<file path="config.mk">
export PLATFORM = sky130hd
export DESIGN_NAME = token_rr_arbiter
export DESIGN_NICKNAME = d
export VERILOG_FILES = /design/src/rtl/token_rr_arbiter.sv
export SDC_FILE = /design/constraint.sdc
export NUM_CORES = 1
export LEC_CHECK = 0
export CORE_UTILIZATION = 30
export DETAILED_ROUTE_END_ITERATION = 10
export PLACE_DENSITY = 0.69
export SLEW_MARGIN = 20
export SYNTH_ARGS = -nofsm -noshare
export SYNTH_HDL_FRONTEND = slang
export SYNTH_SLANG_ARGS = --single-unit
</file>
<file path="constraint.sdc">
create_clock -name clk -period 2.8 [get_ports clk]
set_input_delay 0.28 -clock clk [delete_from_list [all_inputs] [get_ports clk]]
set_output_delay 0.28 -clock clk [all_outputs]
set_load 0.02 [all_outputs]
</file>
<file path="src/rtl/token_rr_arbiter.sv">
// token_rr_arbiter: token round-robin flit arbiter feeding one registered output flit.
// Define TOKEN_ARB_LOCK_EN to hold the grant from a packet head through its in_last tail.
module token_rr_arbiter #(
   parameter int NPORT = 4,
   parameter int WIDTH = 8,
   parameter int INIT_OWNER = 0
) (
   input  logic                     clk,
   input  logic                     rst,
   input  logic [NPORT-1:0]         in_valid,
   input  logic [NPORT*WIDTH-1:0]   in_data,
   input  logic [NPORT-1:0]         in_last,
   output logic [NPORT-1:0]         in_ready,
   output logic                     out_valid,
   output logic [WIDTH-1:0]         out_data,
   output logic                     out_last,
   input  logic                     out_ready,
   output logic [$clog2(NPORT)-1:0] grant_id
);
   localparam int IW = $clog2(NPORT);
   localparam logic [IW-1:0] INIT = IW'(INIT_OWNER);
   localparam logic [IW-1:0] TOP = IW'(NPORT - 1);

   logic [IW-1:0] token, sel, nxt;
   logic found, load_en, acc, tok_adv;

`ifdef TOKEN_ARB_LOCK_EN
   typedef enum logic {IDLE, LOCKED} state_t;
   state_t state, state_d;
   logic locked;
   logic [IW-1:0] owner;

   always_ff @(posedge clk or posedge rst)
      if (rst) state <= IDLE;
      else state <= state_d;

   always_comb state_d = acc ? (in_last[sel] ? IDLE : LOCKED) : state;

   always_comb begin
      locked = state == LOCKED;
      tok_adv = acc && in_last[sel];
   end

   always_ff @(posedge clk or posedge rst)
      if (rst) owner <= INIT;
      else if (acc) owner <= sel;
`else
   always_comb tok_adv = acc;
`endif

   always_comb begin
      int idx;
      found = 1'b0;
      sel = token;
      idx = 0;
      for (int k = 0; k < NPORT; k++) begin
         idx = int'(token) + k;
         idx = idx >= NPORT ? idx - NPORT : idx;
         if (!found && in_valid[idx]) begin
            found = 1'b1;
            sel = IW'(idx);
         end
      end
`ifdef TOKEN_ARB_LOCK_EN
      // a locked owner keeps the output even while it bubbles
      if (locked) begin
         sel = owner;
         found = in_valid[owner];
      end
`endif
   end

   always_comb begin
      load_en = !out_valid || out_ready;
      acc = !rst && load_en && found;
      in_ready = acc ? NPORT'(1) << sel : '0;
      nxt = sel == TOP ? '0 : sel + 1'b1;
   end

   always_ff @(posedge clk or posedge rst)
      if (rst) begin
         token <= INIT;
         out_valid <= 1'b0;
         out_data <= '0;
         out_last <= 1'b0;
         grant_id <= INIT;
      end else begin
         if (tok_adv) token <= nxt;
         if (acc) begin
            out_valid <= 1'b1;
            out_data <= in_data[sel*WIDTH +: WIDTH];
            out_last <= in_last[sel];
            grant_id <= sel;
         end else if (load_en) out_valid <= 1'b0;
      end
endmodule
</file>
==> metrics.txt, run 1 <==
synthesized area=1060 um2; top cell type's share of synthesized area=33.1%; Final ANT Viol Nets=0; die area=3770 um2; GRT Total Usage=17.1%; Max-Cap Viols=0; Leakage=0.731 nW; synth top area cells=dfrtp_1 33%, a211oi_2 9.4%, mux2i_1 8.5%; Async S/R FF share, synth=100%; Initial Utilization=31.5%; crit-path max FO=6; DR pass1 iterations=4; Simple-Gate Fraction of Synth Area=23.7%; multiplexer area fraction after synthesis=8.50%; Tmin final=2.58 ns; hold_buf cts=0; Crit. End Element=primary output; Clock power frac=12.2%; wire length per cell=13.6 um; Sum Neg Setup Slack=0 ns; Port Buffers=58; Final Hold Fails=0; pin count of the biggest net entering global routing=15; DRC Markers=0; antenna violations before repair=0; Synth Area per Inst=10.4 um2; Die Y=61.4 um; P per Cell Area=741 nW/um2; worst setup path category=flip-flop to primary output; ys flop type=dfrtp_1; Site Rows=21; Hold Path Class=input port to asynchronous set/reset pin; clock latency on the worst-skew pair=0.30 ns; Worst Tran Pin Value=0.550 ns; Synth Area in XOR/XNOR=0%; commonest cells in the netlist=14 x dfrtp_1, 13 x nor2_1, 10 x a211oi_1; Longest Clk Path Bufs=2; Unique masters post-synth=32; CP arrival=2.30 ns; htree depth=1; largest family of logic cells by synthesized area=compound AO/OA/AOI/OAI gates; worst vdd ir=0.340 mV; critical-path cell list=nor3b_2, a2111oi_4, o21ai_2, nor2_1, clkdlybuf4s50_1; Sw Pwr=539 uW; Final period util=92.1%; Gate power share=60.3%; RSZ-0062 raised after global routing=false; Final nets=213; Finished Layout Cells=214; Net Sw Frac=41.4%; first-pass GRT wire length=4.66 mm; #FFs+latches synth=14; CTS buffer count=3; GR Overflow Total=0; Area growth syn-to-layout=65.9%; slew margin rel.=63.3%; Startpoint Class=flip-flop; fin. max-slew vios=0; Placed Instances=210; number of enable flip-flop cells after synthesis=0; Post-Route WL=2.92 mm; post-detail-place hpwl=2.38 mm; Die X=61.4 um; core footprint=3360 um2; syn_nets=146; CTS root buffer=clkbuf_4; part of the power in registers=27.6%; CTS tree=yes; Clock Sinks=14; Synth area leader=dfrtp_1; f_max=388 MHz; 1st-iter DRT viols=15; most numerous cell in the Yosys netlist=dfrtp_1; Synth Area in Adders=1.18%; Compound-Gate Fraction of Synth Area=28.1%; CP Data Required Time=2.52 ns; fillers=345; Finish-stage setup viols=0; Reg clk slew, reported paths=0.10 ns; share of cells above drive strength 1=19.6%; Synth Instances=102; vias in the first global route=1,029; YS warnings=0; Crit path largest cell delay=0.63 ns; # IOs=59; slowest CP cell=clkdlybuf4s50_1; clock skew=0.00778 ns; Internal Power=764 uW; Vias/cell=4.90; sequential share of the synthesized area=33.1%; status=completed; Vias=1,049; routability cong.=0.828; Inserted Diodes=0
[logic make-up (layout without fill, tap and decap cells)]
family,Yosys count,in the layout
DFF,14,14
adders and majority gates,1,1
buffers and inverters,8,74
and+or+nand+nor,41,41
AOI/OAI and AO/OA,29,29
muxes,9,9
[routing by layer]
metal / wire [um] / global-route usage [%]
met2: 1430 / 28.7
met1: 1210 / 20.6
met4: 36 / 6.67
met3: 237 / 5.25
met5: 0 / 0
[stage by stage]
step / hold slack [ns] / util, % / power (mW) / cell area [um2] / setup slack, ns
2_1_floorplan: 0.169 / - / 0.838 / 1060 / 0.934
5_1_grt: 0.462 / 52.3 / 1.40 / 1760 / 0.108
3_5_place_dp: 0.467 / 51.0 / 1.15 / 1720 / 0.0696
3_3_place_gp: 0.467 / 51.0 / 1.14 / 1720 / 0.136
4_1_cts: 0.426 / 52.1 / 1.31 / 1750 / 0.0683
6_report: 0.397 / 52.3 / 1.30 / 1760 / 0.222
[power by group through the flow]
stage	clock network [mW]	logic, mW	registers, mW
CTS	0.160	0.793	0.358
global route	0.172	0.851	0.375
global placement	0	0.778	0.358
detailed placement	0	0.789	0.362
finish	0.159	0.785	0.359
floorplan	0	0.391	0.447
[flip-flops by register name, summed over array words and instances (netlist names)]
register,cells
out_data,8
grant_id,2
token,2
out_last,1
out_valid,1
[final timing paths]
path	from	to	slack (ns)	depth (start not counted)
min in group clk	grant_id[1]	grant_id[1]	0.48	1
max in group asynchronous	rst	token[1]	2.01	2
setup / recovery	token[1]	in_ready[1]	0.22	5
hold / removal	rst	out_valid	0.40	2
setup reg to reg	token[1]	out_data[1]	0.91	6
hold reg to reg	grant_id[1]	grant_id[1]	0.48	1
[cells in the final DEF, fill, tap and decap left out, types with 2 or more instances in the layout]
cell             count
a211oi_1            10
dfrtp_1             13
buf_4                8
mux2i_1              9
nand2_1              7
a211oi_2             8
nand2b_1             3
a21o_1               2
dlymetal6s2s_1       2
inv_1                2
clkbuf_4             3
clkdlybuf4s50_1     56
inv_2                2
a21oi_1              2
and4_1               9
nor2_1              13
nor2_2               2
[worst max-delay path, delay by kind of cell (launching register included)]
kind | cells | cell delay, ns
compound gates | 2 | 0.58
buf+inv | 1 | 0.63
flops | 1 | 0.47
simple gates | 2 | 0.31
[final cells by class]
cell class / count / area [um2] / area share, %
sequential: 14 / 352 / 20.0
tap: 46 / 57.6 / 3.27
timing repair buffer: 66 / 646 / 36.7
clock buffer: 4 / 36.3 / 2.06
multi-input combinational: 80 / 652 / 37.1
inverter: 4 / 15.0 / 0.854
[what timing repair did]
item / in CTS / in global routing
setup buffers: 0 / 0
gates resized for setup: 0 / 3
hold endpoints to repair: 0 / 0
setup endpoints to repair: 0 / 1
(Power assumes the default switching activity.)
==> run 2: changes to the inputs <==
--- a/config.mk
+++ b/config.mk
@@ -5,7 +5,9 @@
 export SDC_FILE = /design/constraint.sdc
 export NUM_CORES = 1
 export LEC_CHECK = 0
+export CAP_MARGIN = 5
 export CORE_UTILIZATION = 30
+export CTS_CLUSTER_SIZE = 16
 export DETAILED_ROUTE_END_ITERATION = 10
 export PLACE_DENSITY = 0.69
 export SLEW_MARGIN = 20
==> results of run 2 <==
Same layout as run 1: the final DEF is identical, and so are final timing and power.
==> run 3: changes to the inputs <==
--- a/config.mk
+++ b/config.mk
@@ -5,11 +5,12 @@
 export SDC_FILE = /design/constraint.sdc
 export NUM_CORES = 1
 export LEC_CHECK = 0
+export ABC_AREA = 1
 export CAP_MARGIN = 5
-export CORE_UTILIZATION = 30
+export CORE_UTILIZATION = 40
 export CTS_CLUSTER_SIZE = 16
 export DETAILED_ROUTE_END_ITERATION = 10
-export PLACE_DENSITY = 0.69
+export PLACE_DENSITY = 0.78
 export SLEW_MARGIN = 20
 export SYNTH_ARGS = -nofsm -noshare
 export SYNTH_HDL_FRONTEND = slang
==> metrics.txt, run 3 <==
most numerous cell in the Yosys netlist=nand2_1; Design Area, Final=2210 um2; Crit path largest cell delay=0.49 ns; hold_buf cts=0; top cell type's share of synthesized area=30.0%; Synth Instances=241; Post-Route WL=4.21 mm; P per Cell Area=1300 nW/um2; first-pass GRT wire length=6.98 mm; #FFs+latches synth=14; Sw Pwr=1.60 mW; synth top area cells=nand2_1 30%, dfrtp_1 23%, nand3_1 13%; fin. max-slew vios=0; part of the power in registers=13.2%; commonest cells in the netlist=124 x nand2_1, 41 x nand3_1, 14 x dfrtp_1; Synth area leader=nand2_1; DRC Markers=0; cell family with most CP delay=simple AND/OR/NAND/NOR gates; pin count of the biggest net entering global routing=19; ys flop type=dfrtp_1; CTS root buffer=clkbuf_8; synthesized area=1550 um2; Final nets=348; YS warnings=0; Worst Tran Pin Value=0.290 ns; Largest Register=out_data; RSZ-0062 raised after global routing=false; routability cong.=0.827; core footprint=3690 um2; max reg flops=8; most frequent cells in the layout=124 x nand2_1, 54 x clkdlybuf4s50_1, 41 x nand3_1, 13 x nand3_2, 13 x dfrtp_1; slowest CP cell=dfrtp_2; Finish-stage setup viols=0; 1st-iter DRT viols=101; overall power=2.86 mW; status=completed; Area growth syn-to-layout=42.4%; Hold Path Class=input port to asynchronous set/reset pin; CTS buffer count=3; Port Buffers=58; Finished Layout Cells=351; wire length per cell=12.0 um; Die X=64.3 um; critical-path cell list=inv_6, nand2_1, nand2_1, nand2_1, nand2_1, nand3_1, inv_1, nand2_1, nand3_1, nand2_2, buf_4, nor3_2, dlygate4sd2_1; f_max=383 MHz; CP most frequent cell=nand2_1; Top Registers=out_data (8), grant_id (2), token (2); Inserted Diodes=0; worst setup path category=flip-flop to primary output; Synth Area per Inst=6.44 um2; # IOs=59; Die Y=64.3 um; Final period util=93.3%; Clock Sinks=14; share of cells above drive strength 1=16.8%; Vias/cell=4.86; Initial Utilization=42.1%; htree depth=1; post-route setup slack=0.189 ns; number of enable flip-flop cells after synthesis=0; Unique masters post-synth=22; Sum Neg Setup Slack=0 ns; post-detail-place hpwl=3.16 mm; Longest Clk Path Bufs=2; Max-Cap Viols=0; antenna violations before repair=0; GR Overflow Total=0; Crit. End Element=primary output; Buf+Inv Stages, Crit Path=4; CP Data Required Time=2.52 ns; most common cell after layout, fill and taps aside=nand2_1; vias in the first global route=1,571; placed instance area=2160 um2; Leakage=1.16 nW; Site Rows=22; crit-path max FO=9; Gate power share=79.8%; Final Hold Fails=0; Final ANT Viol Nets=0; Tmin final=2.61 ns; DP Worst Slack=0.0199 ns; Async S/R FF share, synth=100%; Startpoint Class=flip-flop; Vias=1,707; Reg clk slew, reported paths=0.06 ns; syn_nets=285; Placed Instances=347; GRT Total Usage=21.4%; die area=4140 um2; Internal Power=1.27 mW; Clock power frac=7.0%; Net Sw Frac=55.7%; clock skew=0.00317 ns; DR pass1 iterations=4; sequential share of the synthesized area=22.6%; slew margin rel.=80.6%; CP arrival=2.33 ns; CTS tree=yes; worst vdd ir=1.05 mV; clock latency on the worst-skew pair=0.25 ns; fillers=360
==> run 3: cell count changes in the layout (fill, tap and decap cells not counted), moves of 9 or more <==
cell | before | now
a211oi_1 | 10 | 0
nand2_1 | 7 | 124
and4_1 | 9 | 0
mux2i_1 | 9 | 0
nand3_1 | 0 | 41
nand3_2 | 0 | 13
nor2_1 | 13 | 4
==> run 3: metrics by stage <==
step	hold slack [ns]	util, %
after detailed placement	0.464	58.6
after global routing	0.418	59.9
after global placement	0.461	58.6
final	0.400	59.9
after floorplan	0.185	-
after CTS	0.397	60.0
==> run 3: path summary, 6_finish.rpt <==
check / cells after the start / slack, ns / to / start
max: 13 / 0.19 / in_ready[0] / token[1]
min: 3 / 0.40 / out_valid / rst
max reg2reg: 16 / 0.72 / out_last / token[1]
min reg2reg: 2 / 0.48 / out_last / out_last
max in group asynchronous: 3 / 2.22 / token[1] / rst
min in group clk: 2 / 0.48 / out_last / out_last
==> run 3: what timing repair did <==
action	4_1_cts	5_1_grt
setup buffers	0	0
gates resized for setup	5	2
setup endpoints to repair	4	1
hold endpoints to repair	0	0
==> run 3: cells by family (layout without fill, tap and decap cells) <==
family | Yosys count | count (layout) | synth area share, %
AND/OR/NAND/NOR | 199 | 199 | 65.1
buffers and inverters | 25 | 87 | 10.9
flip-flops | 14 | 14 | 22.6
AO/OA/AOI/OAI | 2 | 2 | 0.644
adder cells (fa/ha/maj) | 1 | 1 | 0.806
==> run 3: routing by layer <==
layer  wire, um  vias to the layer above  GRT usage (%)  part of all wire [%]
met2       1990                       52           34.9                    47
met3        232                        6           1.25                   5.5
met4         55                        0           10.6                   1.3
met1       1930                      758           28.4                    46
met5          0                        -              0                     0
li1           -                      891              -                     -
==> run 3: worst min-delay path, stage by stage <==
cell             delay, ns
clkdlybuf4s50_1       0.39
inv_1                 0.10
buf_4                 0.24
==> run 3: area by class of cell <==
type | instances | area, um2 | area share (%)
inverter | 15 | 63.8 | 2.89
multi-input combinational | 202 | 1030 | 46.7
tap | 48 | 60.1 | 2.72
timing repair buffer | 68 | 647 | 29.3
clock buffer | 4 | 55.1 | 2.49
sequential | 14 | 352 | 15.9
==> run 3: power groups by stage <==
stage / clock [mW] / combinational (mW) / sequential [mW]
2_1_floorplan: 0 / 1.69 / 0.452
3_3_place_gp: 0 / 2.26 / 0.376
3_5_place_dp: 0 / 2.29 / 0.379
4_1_cts: 0.206 / 2.30 / 0.378
5_1_grt: 0.220 / 2.55 / 0.391
6_report: 0.199 / 2.29 / 0.378
